<file path="src/rtl/board_io_pkg.sv">
// Shared constants for the board I/O conditioning blocks: debounce FSM encoding
// and debounce window lengths.
package board_io_pkg;

  typedef enum logic {
    ST_STABLE = 1'b0,
    ST_CHECK  = 1'b1
  } state_e;

  // 10 ms at 50 MHz; the short value keeps simulations fast.
  localparam int STABLE_CYCLES_50MHZ = 500000;
  localparam int STABLE_CYCLES_SIM   = 4;

  function automatic int cnt_width(input int n);
    return (n < 2) ? 1 : $clog2(n);
  endfunction

endpackage

</file>
<file path="src/rtl/btn_debounce_if.sv">
// Board button bundle: raw bouncy pins toward the debouncer, clean level and
// press/release strobes back toward user logic.
interface btn_debounce_if #(
  parameter int WIDTH = 4
);
  logic [WIDTH-1:0] btn_raw;
  logic [WIDTH-1:0] btn_level;
  logic [WIDTH-1:0] btn_press;
  logic [WIDTH-1:0] btn_release;

  modport master (output btn_raw, input btn_level, btn_press, btn_release);
  modport slave  (input btn_raw, output btn_level, btn_press, btn_release);
endinterface

</file>
<file path="src/rtl/btn_debounce_ch.sv">
// One debounce channel: two-flop synchronizer, stability counter, two-state
// FSM and registered press/release strobes.
module btn_debounce_ch
  import board_io_pkg::*;
#(
  parameter int STABLE_CYCLES = STABLE_CYCLES_50MHZ
) (
  input  logic mclk,
  input  logic rst,
  input  logic i_raw,
  output logic o_level,
  output logic o_press,
  output logic o_release
);

  localparam int            CW       = cnt_width(STABLE_CYCLES);
  localparam logic [CW-1:0] CNT_LAST = CW'(STABLE_CYCLES - 1);

  state_e        r_state, w_state_nxt;
  logic          r_sync1, r_sync2;
  logic [CW-1:0] r_cnt, w_cnt_nxt;
  logic          r_level, w_level_nxt;
  logic          r_press, w_press_nxt;
  logic          r_release, w_release_nxt;

  // NOTE: state registers use non-blocking assignments so every flop samples
  // the pre-edge values of the others, exactly like the hardware.
  always_ff @(posedge mclk or posedge rst) begin
    if (rst) begin
      r_sync1   <= 1'b0;
      r_sync2   <= 1'b0;
      r_state   <= ST_STABLE;
      r_cnt     <= '0;
      r_level   <= 1'b0;
      r_press   <= 1'b0;
      r_release <= 1'b0;
    end else begin
      r_sync1   <= i_raw;
      r_sync2   <= r_sync1;
      r_state   <= w_state_nxt;
      r_cnt     <= w_cnt_nxt;
      r_level   <= w_level_nxt;
      r_press   <= w_press_nxt;
      r_release <= w_release_nxt;
    end
  end

  // NOTE: every output of this block is given a default first, so no path
  // through the case statement can leave a latch behind.
  always_comb begin
    w_state_nxt   = r_state;
    w_cnt_nxt     = r_cnt;
    w_level_nxt   = r_level;
    w_press_nxt   = 1'b0;
    w_release_nxt = 1'b0;

    case (r_state)
      ST_STABLE: begin
        w_cnt_nxt = '0;
        if (r_sync2 != r_level) begin
          w_state_nxt = ST_CHECK;
          w_cnt_nxt   = CW'(1);
        end
      end
      ST_CHECK: begin
        if (r_sync2 == r_level) begin
          // Bounced back before the window closed: drop the candidate.
          w_state_nxt = ST_STABLE;
          w_cnt_nxt   = '0;
        end else if (r_cnt == CNT_LAST) begin
          w_state_nxt   = ST_STABLE;
          w_cnt_nxt     = '0;
          w_level_nxt   = r_sync2;
          w_press_nxt   = r_sync2;
          w_release_nxt = ~r_sync2;
        end else begin
          w_cnt_nxt = r_cnt + CW'(1);
        end
      end
      default: begin
        w_state_nxt = ST_STABLE;
        w_cnt_nxt   = '0;
      end
    endcase
  end

  assign o_level   = r_level;
  assign o_press   = r_press;
  assign o_release = r_release;

endmodule

</file>
<file path="src/rtl/btn_debounce.sv">
// Debounces WIDTH independent board inputs into the mclk domain; this level
// only replicates the single-channel conditioner across the bus.
module btn_debounce
  import board_io_pkg::*;
#(
  parameter int WIDTH         = 4,
  parameter int STABLE_CYCLES = STABLE_CYCLES_50MHZ
) (
  input  logic           mclk,
  input  logic           rst,
  btn_debounce_if.slave  bus
);

  logic [WIDTH-1:0] w_level;
  logic [WIDTH-1:0] w_press;
  logic [WIDTH-1:0] w_release;

  for (genvar g = 0; g < WIDTH; g++) begin : g_ch
    btn_debounce_ch #(
      .STABLE_CYCLES(STABLE_CYCLES)
    ) u_ch (
      .mclk      (mclk),
      .rst       (rst),
      .i_raw     (bus.btn_raw[g]),
      .o_level   (w_level[g]),
      .o_press   (w_press[g]),
      .o_release (w_release[g])
    );
  end

  assign bus.btn_level   = w_level;
  assign bus.btn_press   = w_press;
  assign bus.btn_release = w_release;

endmodule

</file>
<file path="src/flat_wrapper.sv">
// flat-port wrapper written by rule: the top's interface ports become plain ports
module btn_debounce_flat import board_io_pkg::*;
#(
  parameter int WIDTH         = 4,
  parameter int STABLE_CYCLES = STABLE_CYCLES_50MHZ
)
  (mclk, rst, bus_btn_raw, bus_btn_level, bus_btn_press, bus_btn_release);
  btn_debounce_if #(.WIDTH(WIDTH)) bus_i ();
  input  logic mclk;
  input  logic rst;
  input wire logic [$bits(bus_i.btn_raw)-1:0] bus_btn_raw;
  output wire logic [$bits(bus_i.btn_level)-1:0] bus_btn_level;
  output wire logic [$bits(bus_i.btn_press)-1:0] bus_btn_press;
  output wire logic [$bits(bus_i.btn_release)-1:0] bus_btn_release;
  assign bus_i.btn_raw = bus_btn_raw;
  assign bus_btn_level = bus_i.btn_level;
  assign bus_btn_press = bus_i.btn_press;
  assign bus_btn_release = bus_i.btn_release;
  btn_debounce #(.WIDTH(WIDTH), .STABLE_CYCLES(STABLE_CYCLES)) u_core (.mclk(mclk), .rst(rst), .bus(bus_i));
endmodule
</file>
<file path="config.mk">
export PLATFORM = sky130hd
export DESIGN_NAME = btn_debounce_flat
export DESIGN_NICKNAME = d
export VERILOG_FILES = /design/src/rtl/board_io_pkg.sv /design/src/rtl/btn_debounce_if.sv /design/src/rtl/btn_debounce_ch.sv /design/src/rtl/btn_debounce.sv /design/src/flat_wrapper.sv
export SDC_FILE = /design/constraint.sdc
export NUM_CORES = 1
export LEC_CHECK = 0
export ABC_AREA = 1
export CORE_MARGIN = 10
export CORE_UTILIZATION = 52
export CTS_BUF_LIST = sky130_fd_sc_hd__clkbuf_2 sky130_fd_sc_hd__clkbuf_4 sky130_fd_sc_hd__clkbuf_8
export DETAILED_ROUTE_END_ITERATION = 16
export PLACE_DENSITY = 0.69
export SLEW_MARGIN = 10
export SYNTH_ARGS = -nofsm -noshare
export SYNTH_HDL_FRONTEND = slang
export SYNTH_HIERARCHICAL = 1
export SYNTH_SLANG_ARGS = --single-unit
</file>
<file path="constraint.sdc">
create_clock -name mclk -period 2.1 [get_ports mclk]
set_input_delay 0.525 -clock mclk [delete_from_list [all_inputs] [get_ports mclk]]
set_output_delay 0.525 -clock mclk [all_outputs]
set_load 0.05 [all_outputs]
</file>
Word-level counts from Yosys, hierarchy flattened
Cells that the tools add are included.

Bits in registers: 100. Latch bits: 0. RAM bits: 0. ROM bits: 0. Output and inout bits: 12. Memories: 0.

Add/subtract/negate cells: 4. Multiply operators: 0. Divide/modulo/power cells: 0. Magnitude comparators: 0. Equal/unequal tests: 12. Shift-type cells: 0. Multiplexer cells: 56. Bitwise logic cells: 12. Reductions and logical operators: 4.

Operator list (number): $mux 19 (8); $pmux 19 s2 (4); $add 19x1->19 const B (4); $eq 19x19->1 const B (4); $mux 1 (40); $not 1->1 (12); $reduce_and 3->1 (4); $pmux 1 s2 (4); $eq 1x1->1 (4); $ne 1x1->1 (4).

Longest topological paths before layout
Gate-level depths: netlist of the first run.

Depth after elaboration: 4. Mapped depth: 9. Gate-level depth less buffers: 8.

By module
Netlist of the first run, hierarchy kept.

By module, submodules not included: btn_debounce_ch (times used 4, cells an instance 200, area an instance 1521.5 um2, seq. area each 625.6 um2).

Worst setup path before layout of the first run
No wires, ideal clock.

Path kind: register -> register. Start: reg u_core.g_ch[0].u_ch.r_level. End: reg u_core.g_ch[0].u_ch.r_cnt[3]. Setup time: 71 ps. Data arrival time: 1361 ps. Required time: 2029 ps. Slack: 668 ps. Cell stages (with the launch flop): 9. Buffers on the path: 0. Path through: dfrtp_1 -> inv_1 -> nand2_2 -> nand2_2 -> nor2_8 -> inv_2 -> a21oi_2 -> nand2_1 -> nor2_1.

Longest elaborated chain between the ends: 3.

RTL lines: start, declared (line btn_debounce_ch.sv:22) `logic r_level, w_level_nxt;`; start signal, assigned (line btn_debounce_ch.sv:42) `r_level <= w_level_nxt;`; $eq 1x1->1 (line btn_debounce_ch.sv:66) `if (r_sync2 == r_level) begin`; $mux 19 (line btn_debounce_ch.sv:66); $pmux 19 s2 (line btn_debounce_ch.sv:57) `case (r_state)`; net u_core.g_ch[0].u_ch.w_cnt_nxt[3] (line btn_debounce_ch.sv:21) `logic [CW-1:0] r_cnt, w_cnt_nxt;`; end signal, assigned (line btn_debounce_ch.sv:41) `r_cnt <= w_cnt_nxt;`; end, declared (line btn_debounce_ch.sv:21).

The timed path passes the listed nets, and every way through them passes these cells. A chain may end at the register's enable or synchronous reset.

Worst setup path in the final report of the first run
Start: reg u_core.g_ch[0].u_ch.r_release. End: out bus_btn_release[0].

RTL lines: start, declared (line btn_debounce_ch.sv:24) `logic r_release, w_release_nxt;`; start signal, assigned (line btn_debounce_ch.sv:44) `r_release <= w_release_nxt;`; end, declared (line flat_wrapper.sv:14) `output wire logic [$bits(bus_i.btn_release)-1:0] bus_btn_release;`.

No word-level cell between the ends.

==> results of run 1 <==
## worst register-to-register path, delay by kind of cell (launching register included)
family | cells | cell delay [ns]
adder cells (fa/ha/maj) | 1 | 0.22
AND/OR/NAND/NOR | 5 | 0.63
buffers and inverters | 1 | 0.11
flip-flops | 1 | 0.38
AO/OA/AOI/OAI | 1 | 0.15
## per-stage QoR
step	hold slack, ns	utilization (%)	setup WS, ns	instances	cell area [um2]
6_report	0.355	57.6	0.0623	972	6580
2_1_floorplan	0.331	-	0.668	800	6090
3_5_place_dp	0.336	55.6	0.465	956	6340
3_3_place_gp	0.337	55.6	0.472	956	6340
5_1_grt	0.368	57.6	0.00659	972	6580
4_1_cts	0.357	57.6	0.0282	972	6580
## where the power goes
| group | switching [mW] | total, mW | internal, mW |
|---|---|---|---|
| registers | 0.0235 | 1.99 | 1.96 |
| logic | 0.184 | 0.258 | 0.0742 |
| clock network | 0.671 | 1.39 | 0.721 |
| total | 0.878 | 3.64 | 2.76 |
## cells in the final DEF (no fill, tap or decap), types with 8 or more instances in the layout
cell type        synthesis  final
nand2_4                  8      8
nor2_1                 132    132
clkbuf_8                 0     10
nand2_2                 28     28
xor2_1                  32     32
a21oi_1                  8      8
clkdlybuf4s50_1          0     11
inv_2                   20     20
nor3_1                  16     16
nand3_1                 56     56
inv_1                   88     88
o21ai_0                  8      8
dfrtp_1                100    100
nor2_4                   8      8
nand2_1                168    168
buf_4                    4      8
nand4_1                 24     24
nor2_2                  64     64
## cell type report
cell class	instances	share of cell area [%]
sequential	100	38.0
clock buffer	11	2.21
multi-input combinational	584	46.6
timing repair buffer	21	2.97
tap	143	2.72
clock inverter	5	1.29
inverter	108	6.16
## flip-flops by register name, summed over array words and instances, names as in the netlist
signal,count
u_core/g_ch.u_ch/r_cnt,76
u_core/g_ch.u_ch/r_sync1,4
u_core/g_ch.u_ch/o_press,4
u_core/g_ch.u_ch/o_release,4
u_core/g_ch.u_ch/o_level,4
u_core/g_ch.u_ch/r_sync2,4
u_core/g_ch.u_ch/r_state,4
## layer usage
metal | up-vias | routed length [um] | part of all wire [%] | track usage, %
met4 | 0 | 163 | 1.3 | 4.44
met1 | 2333 | 5800 | 47 | 19.9
met5 | - | 0 | 0 | 0
li1 | 2531 | - | - | -
met2 | 102 | 5850 | 47 | 24.9
met3 | 18 | 557 | 4.5 | 4.96
## cell families after synthesis
kind of cell / after synthesis / synth area share (%)
DFF: 100 / 41.1
and+or+nand+nor: 528 / 43.1
AOI/OAI and AO/OA: 20 / 1.89
adders and majority gates: 4 / 0.822
buffers and inverters: 116 / 8.47
xor gates and xnor gates: 32 / 4.61
## path summary, 6_finish.rpt
kind | start | to | depth (start not counted)
setup reg to reg | u_core/g_ch[1].u_ch/r_cnt[0]$_DFF_PP0_ | u_core/g_ch[1].u_ch/r_cnt[0]$_DFF_PP0_ | 8
hold / removal | u_core/g_ch[3].u_ch/r_sync1$_DFF_PP0_ | u_core/g_ch[3].u_ch/r_sync2$_DFF_PP0_ | 0
setup / recovery | u_core/g_ch[0].u_ch/o_release$_DFF_PP0_ | bus_btn_release[0] | 1
hold reg to reg | u_core/g_ch[3].u_ch/r_sync1$_DFF_PP0_ | u_core/g_ch[3].u_ch/r_sync2$_DFF_PP0_ | 0
max in group asynchronous | rst | u_core/g_ch[2].u_ch/r_cnt[4]$_DFF_PP0_ | 3
min in group asynchronous | rst | u_core/g_ch[1].u_ch/r_state$_DFF_PP0_ | 3
## what timing repair did
action                                  CTS  global route
endpoints found under the setup margin    0             2
buffers inserted                          0             0
gates resized for setup                   0             2
hold endpoints to repair                  0             0
==> metrics.md, run 1 <==
| Metric | Value |
|---|---|
| Root buf cell | `clkbuf_8` |
| Crit path required time | `~1.6 ns` |
| Initial antenna violation count | `0` |
| Synthesized area per cell | `between 7 and 8 um2` |
| Critical Path AT | `between 1.5 and 2 ns` |
| CTS Sinks | `100` |
| Cts bufs inserted | `9` |
| Register area | `approximately 0.0025 mm2` |
| Number of global-route vias before repair | `between 4000 and 5000` |
| Final setup vio count | `0` |
| Routed wire length | `12.4 mm` |
| Worst slew pin tran | `slightly above 0.5 ns` |
| Wire per inst | `between 10 and 15 um` |
| Remaining Overflow, GRT | `0` |
| Asr flop ratio synth | `100%` |
| Via count | `4984` |
| Post-synth EDFFs | `0` |
| Crit-path cells | `clkdlybuf4s50_1` |
| Synth cell count leaders | `nand2_1, nor2_1, dfrtp_1` |
| Max-cap violations | `0` |
| Setup Skew | `~0.0082 ns` |
| Die Area | `around 0.016 mm2` |
| Cell Pwr Density | `~550 mW/mm2` |
| GRT Overall Usage | `roughly 16%` |
| Post-Synthesis Cell Area | `0.00609 mm2` |
| Final worst path period share | `between 90% and 100%` |
| Hold buffer count at cts | `0` |
| Final TNS setup | `0 ns` |
| Status | `complete, no violations` |
| Vias per cell | `5.13` |
| Rel. slew slack | `~66%` |
| VDD IR max | `roughly 550 uV` |
| FF+latch count, synth | `100` |
| Largest net degree at the start of global routing | `26` |
| Final Hold Fails | `0` |
| Final GP Congestion | `approximately 0.94` |
| Synth Flop Type | `dfrtp_1` |
| Synth top area share | `around two fifths` |
| Reg-to-reg setup timing slack | `0.50 ns` |
| Antenna Violating Nets Remaining | `0` |
| # H-tree levels | `3` |
| DR iter-0 viols | `about 420` |
| Startpoint Class | `flop` |
| Drt drc | `0` |
| Maximum clock rate | `around 490 MHz` |
| Synth cell types | `25` |
| Cell taking the most area after synthesis | `dfrtp_1` |
| CP max stage cell | `clkdlybuf4s50_1` |
| Share of layout cells above drive strength 1 | `19.8%` |
| Layout Nets | `approximately 830` |
| Worst path max stage delay | `0.80 ns` |
| Largest delay share family, worst path | `buffers and inverters` |
| Worst-Skew Late Latency | `roughly 0.38 ns` |
| Final HPWL DP | `approximately 9.5 mm` |
| Part of the Yosys area used for sequential elements | `41.1%` |
| Most common cell in the netlist | `nand2_1` |
| Yosys warning count | `6` |
| Die Wd | `between 100 and 150 um` |
| Worst-path clk slew | `~0.090 ns` |
| Synth Net Count | `~800` |
| First drt pass iteration count | `5` |
| Synth area leaders | `dfrtp_1, nand2_1, nor2_1` |
| Critical path class | `reg2out` |
| Fillers | `1078` |
| Die H | `128 um` |
| Initial Util | `approximately 53%` |
| CTS Buffer Depth | `2` |
| Diode count | `0` |
| IO Pins | `18` |
| Std cell rows | `39` |
| P&R area growth vs syn | `8.12%` |
| Core area | `around 0.011 mm2` |
| Max Slew Vio Count | `0` |
| Min-Delay Path Class | `reg2reg` |
| P_leak | `between 2 and 3 nW` |
| CTS tree | `built` |
| Cells after synthesis | `800` |
| Min Tclk post-route | `between 2 and 2.5 ns` |
| Global-route wire length before repair | `approximately 21 mm` |
| Multi-input logic area | `between 0.003 and 0.004 mm2` |
| RSZ-0062 raised after global routing | `no` |
| Crit end category | `output port` |
| Final Total Pwr | `between 3 and 4 mW` |
| Crit path max fanout | `1` |
| Bufs and invs on worst path | `1` |
| Port-buffer cells | `17` |
(Power assumes the default switching activity.)
==> inputs of run 2 (changes only) <==
--- a/config.mk
+++ b/config.mk
@@ -6,6 +6,7 @@
 export NUM_CORES = 1
 export LEC_CHECK = 0
 export ABC_AREA = 1
+export ABC_CLOCK_PERIOD_IN_PS = 2100
 export CORE_MARGIN = 10
 export CORE_UTILIZATION = 52
 export CTS_BUF_LIST = sky130_fd_sc_hd__clkbuf_2 sky130_fd_sc_hd__clkbuf_4 sky130_fd_sc_hd__clkbuf_8
==> results of run 2 <==
The final DEF is identical to that of run 1; final timing and power are the same.
